===== src/rtl/framebuffer_single_port_ctrl.sv =====
// framebuffer_single_port_ctrl: arbitrates one single-port RAM between the fragment pipeline, bulk clear and AXIS stream-out.
// Optional macro FB_CLEAR_ON_STREAM_EN adds a combined stream-then-clear operation.
module framebuffer_single_port_ctrl #(
   parameter int FRAMEBUFFER_INDEX_WIDTH = 14
) (
   input  logic                               clk,
   input  logic                               reset,
   input  logic                               pixelInPipeline,
   input  logic [FRAMEBUFFER_INDEX_WIDTH-1:0] colorIndexRead,
   output logic [15:0]                        colorIn,
   input  logic [FRAMEBUFFER_INDEX_WIDTH-1:0] colorIndexWrite,
   input  logic                               colorWriteEnable,
   input  logic [15:0]                        colorOut,
   input  logic                               cmdValid,
   output logic                               cmdReady,
   input  logic                               cmdClear,
   input  logic                               cmdStream,
   input  logic [15:0]                        cmdClearColor,
   output logic                               collision,
   output logic [FRAMEBUFFER_INDEX_WIDTH-1:0] memAddr,
   output logic [15:0]                        memWriteData,
   output logic                               memWriteEnable,
   input  logic [15:0]                        memReadData,
   output logic                               m_axis_tvalid,
   input  logic                               m_axis_tready,
   output logic                               m_axis_tlast,
   output logic [15:0]                        m_axis_tdata
);
   localparam int W = FRAMEBUFFER_INDEX_WIDTH;
   typedef enum logic [1:0] {
      IDLE, CLEAR, STREAM
`ifdef FB_CLEAR_ON_STREAM_EN
      , STREAM_CLEAR
`endif
   } state_t;
   state_t state, state_next;
   logic cmd_ready, accept, done, inflight, inflight_last;
   logic issue, step, space, pop, push, mem_we;
   logic [W-1:0] addr, mem_addr;
   logic [15:0] clear_color, mem_wdata;
   logic [1:0] count, c;
   logic [16:0] f0, f1;
`ifdef FB_CLEAR_ON_STREAM_EN
   logic ph;
`endif
   assign accept = cmdValid && cmd_ready;
   assign cmdReady = cmd_ready;
   assign m_axis_tvalid = count != 2'd0;
   assign m_axis_tdata = f0[15:0];
   assign m_axis_tlast = m_axis_tvalid && f0[16];
   assign pop = m_axis_tvalid && m_axis_tready;
   assign push = inflight;
   assign c = count - {1'b0, pop};
   // Read only when the FIFO can absorb it even if tready stays low from now on.
   assign space = (c + {1'b0, inflight}) < 2'd2;
   assign memAddr = reset ? mem_addr : '0;
   assign memWriteData = reset ? mem_wdata : '0;
   assign memWriteEnable = reset && mem_we;
   assign colorIn = reset ? memReadData : '0;
   always_ff @(posedge clk or negedge reset) begin
      if (!reset) state <= IDLE;
      else state <= state_next;
   end
   always_comb begin
      state_next = state;
      case (state)
         IDLE:
            if (accept && cmdStream)
`ifdef FB_CLEAR_ON_STREAM_EN
               state_next = cmdClear ? STREAM_CLEAR : STREAM;
`else
               state_next = STREAM;
`endif
            else if (accept && cmdClear) state_next = CLEAR;
         CLEAR: if (&addr) state_next = IDLE;
         default: if (pop && f0[16]) state_next = IDLE;
      endcase
   end
   always_comb begin
      mem_addr = addr;
      mem_wdata = clear_color;
      mem_we = 1'b0;
      issue = 1'b0;
      step = 1'b0;
      case (state)
         IDLE: begin
            mem_addr = colorWriteEnable ? colorIndexWrite : colorIndexRead;
            mem_wdata = colorOut;
            mem_we = colorWriteEnable;
         end
         CLEAR: begin
            mem_we = 1'b1;
            step = 1'b1;
         end
         STREAM: begin
            issue = !done && space;
            step = issue;
         end
`ifdef FB_CLEAR_ON_STREAM_EN
         STREAM_CLEAR: begin
            issue = !ph && !done && space;
            mem_we = ph;
            step = ph;
         end
`endif
         default: ;
      endcase
   end
   always_ff @(posedge clk or negedge reset) begin
      if (!reset) begin
         cmd_ready <= 1'b0;
         collision <= 1'b0;
         addr <= '0;
         done <= 1'b0;
         clear_color <= '0;
         inflight <= 1'b0;
         inflight_last <= 1'b0;
         count <= '0;
         f0 <= '0;
         f1 <= '0;
`ifdef FB_CLEAR_ON_STREAM_EN
         ph <= 1'b0;
`endif
      end else begin
         cmd_ready <= !accept && state_next == IDLE && !pixelInPipeline;
         inflight <= issue;
         inflight_last <= issue && &addr;
         count <= c + {1'b0, push};
         f0 <= (push && c == 2'd0) ? {inflight_last, memReadData} : (pop ? f1 : f0);
         f1 <= (push && c == 2'd1) ? {inflight_last, memReadData} : f1;
`ifdef FB_CLEAR_ON_STREAM_EN
         ph <= state == STREAM_CLEAR && issue;
`endif
         if (accept) begin
            addr <= '0;
            done <= 1'b0;
            clear_color <= cmdClearColor;
            collision <= 1'b0;
         end else begin
            // Every IDLE cycle implies a read, so any pipeline write displaces it.
            if (state == IDLE && colorWriteEnable) collision <= 1'b1;
            if (step) addr <= addr + W'(1);
            if (step && &addr) done <= 1'b1;
         end
      end
   end
endmodule


===== config.mk =====
export PLATFORM = sky130hd
export DESIGN_NAME = framebuffer_single_port_ctrl
export DESIGN_NICKNAME = d
export VERILOG_FILES = /design/src/rtl/framebuffer_single_port_ctrl.sv
export SDC_FILE = /design/constraint.sdc
export NUM_CORES = 1
export LEC_CHECK = 0
export ABC_AREA = 1
export CAP_MARGIN = 15
export CORE_ASPECT_RATIO = 0.6
export CORE_UTILIZATION = 40
export DETAILED_ROUTE_END_ITERATION = 6
export GPL_TIMING_DRIVEN = 1
export PLACE_DENSITY = 0.73
export SYNTH_ARGS = -nofsm -noshare
export SYNTH_HDL_FRONTEND = slang
export SYNTH_SLANG_ARGS = --single-unit

===== constraint.sdc =====
create_clock -name clk -period 3.45 [get_ports clk]
set_clock_uncertainty 0.2 [all_clocks]
set_input_delay 0.69 -clock clk [delete_from_list [all_inputs] [get_ports clk]]
set_output_delay 0.69 -clock clk [all_outputs]
set_load 0.03 [all_outputs]

==> out/metrics.cfg <==
[timing]
max_slew_margin_pct = 46.15
fin_crit_ns = 3.255
worst_pin_slew_ns = 0.8076
rsz0062_at_grt = no
final-max-slew-violation-count = 0
period_share_pct = 94.35
setup_violations = 0
whs_ns = 0.09197
hold_viol_final = 0
max_freq_mhz = 307.2
tns_ns = 0

[setup_path]
cp_max_fo = 32
worst-path-buf-inv = 3
required_ns = 2.56
crit_type = flop to output pin
crit_chain = inv_1 > ha_2 > buf_6 > o21ai_0 > nor2_1 > clkdlybuf4s50_1
max_stage_delay_ns = 0.67
cp_data_arrival_time_ns = 2.37
cpMaxStageDelayCell = clkdlybuf4s50_1
endpoint_kind = output pin
critPathTopFamily = buffers and inverters
start_kind = flop

[route]
drt-vias-per-instance = 4.993
wire_per_inst_um = 13.84
routed_wl_mm = 11.89
dr_total_vias = 4289
detail-route-antenna-nets = 0
drc_errors = 0
first_pass_iters = 5
drt_iter0_markers = 338

[die]
fp.dieH_um = 81.94
die-area_mm2 = 0.01108
core_area_mm2 = 0.01009
die_w_um = 135.2
start_util_pct = 42.22
io_pins = 151
rows = 28

[hold_path]
hold_class = input pin to async pin

[placement]
place_area_mm2 = 0.005753
gp_routability_congestion = 0.8690
port_buffers = 150
dp_hpwl_mm = 8.835

[final_layout]
diodes = 0
fillerInstances = 894
area_growth_pct = 41.62
drive_gt1_share_pct = 7.459
utilization_pct = 59.80
design_area_mm2 = 0.006033
fin_nets = 808

[power_and_ir_drop]
ir_worst_vdd_mv = 0.3873
power_w = 0.004524
pwr_density_cell_mw_per_mm2 = 749.8
p_leak_nw = 2.994

[cts]
clkSinkCount = 73
worstSkewPairLatency_ns = 0.33
holdBufCountCts = 0
clk_pin_slew_ns = 0.06
cts_tree = built
cts.htree.levels = 3
cts_made_buffers = 9
postCtsSetupBuffers = 0
cts-root-buf = clkbuf_16
cts_buffer_depth = 2

[synth]
yosysTopAreaCell = dfrtp_1
synth_warnings = 0
seq_area_frac_synth_pct = 42.88
ys_seq_elements = 73
syn_nets = 679
async_reset_ff_share_pct = 100.0
yosysUniqueCellTypes = 31
synth_top_flop_cell = dfrtp_1
synth_area_leaders = dfrtp_1 (43%), nand2_1 (14%), inv_1 (7.2%)
netlist.area_leader.share_pct = 42.88
synth.cell_area_mm2 = 0.004260
synth_edf_count = 0
synth_cells = 590
avgSynthCellArea_um2 = 7.221

[grt]
grt.overflow.total = 0
grt_pass1_wl_mm = 19.25
grt_max_degree = 40
grt_antenna_before_repair = 0
grt_pass1_vias = 3978
grt_use_total_pct = 22.39

[outcome]
status = completed

[job]
max_cap_violations = 0

what timing repair did:
action,4_1_cts,5_1_grt
resized for setup,0,2
endpoints found under the setup margin,0,16
hold endpoints to repair,0,0
per-stage QoR:
step                      setup slack [ns]  std cells
after floorplan                     0.8857        590
after global placement              0.4448        843
after detailed placement            0.3953        843
after CTS                          0.06542        859
after global routing               0.02574        859
final                               0.1949        859
logic make-up after synthesis:
logic type	Yosys count	synth area share, %
xor gates and xnor gates	10	2.056
and+or+nand+nor	295	28.75
adders and majority gates	5	1.468
DFF	73	42.88
buffers and inverters	131	13.33
AOI/OAI and AO/OA	76	11.51
where the power goes:
group          internal [W]  switching (W)
Clock              0.000487       0.000357
Combinational      0.000864        0.00145
Sequential          0.00117       0.000198
Total               0.00252        0.00200
cells in the mapped netlist, types with 2 or more instances:
cell	n
buf_4	17
nand3_1	58
nand4_1	7
o21ai_1	2
inv_1	82
nand2_1	161
o221ai_1	17
ha_1	5
nor2_1	62
clkbuf_1	23
a21oi_1	2
o211ai_1	15
buf_2	4
dfrtp_1	73
xor2_1	9
buf_1	2
o21ai_0	37
final cells by class:
class	count	area [um2]	share of cell area [%]
multi-input combinational	386	1868	30.96
sequential	73	1827	30.28
timing repair buffer	165	1578	26.15
inverter	84	319.1	5.288
clock buffer	10	229.0	3.795
tap	135	168.9	2.800
clock inverter	6	43.79	0.7258
worst paths after layout:
path                            cells after the start      startpoint         endpoint  slack (ns)
worst max-delay path                                6        state[0]  memWriteData[3]        0.19
worst min-delay path                                1           reset            f0[7]        0.09
worst max register to register                     12        count[0]         addr[13]        1.18
worst min register to register                      2  clear_color[2]   clear_color[2]        0.27
max in group asynchronous                           3           reset          addr[0]        2.06
min in group clk                                    2  clear_color[2]   clear_color[2]        0.27
sequential cells by signal, indices dropped and copies added (netlist names):
register / count
f1: 17
done: 1
addr: 14
cmdReady: 1
inflight: 1
clear_color: 16
inflight_last: 1
state: 2
f0: 17
collision: 1
count: 2
per-layer routing:
layer / up-vias / GRT usage [%] / wire length, um
li1: 2128 / - / -
met1: 1968 / 31.58 / 5743
met2: 189 / 34.15 / 5029
met3: 4 / 6.358 / 1062
met4: 0 / 4.494 / 55
met5: - / 0 / 0
placed cells by master (no fill, tap or decap):
cell type	count
clkinv_2	1
ha_1	4
o21ai_2	1
a21boi_0	1
o221ai_1	17
inv_2	1
clkbuf_16	9
nor3_1	1
clkdlybuf4s50_1	134
nand2_4	1
xnor2_1	1
buf_6	1
nand3_2	1
o21ai_1	2
buf_4	30
nor2_1	62
nand3b_1	1
clkinvlp_4	5
nor3b_1	1
dfrtp_1	73
nand3_1	58
nand2_1	161
clkbuf_1	1
o21ai_0	37
inv_1	82
nand2_2	1
inv_6	1
ha_2	1
xor2_1	9
nand4_1	7
a21oi_1	2
nor2_2	1
o211ai_1	15
o21bai_1	1
(Power assumes the default switching activity.)
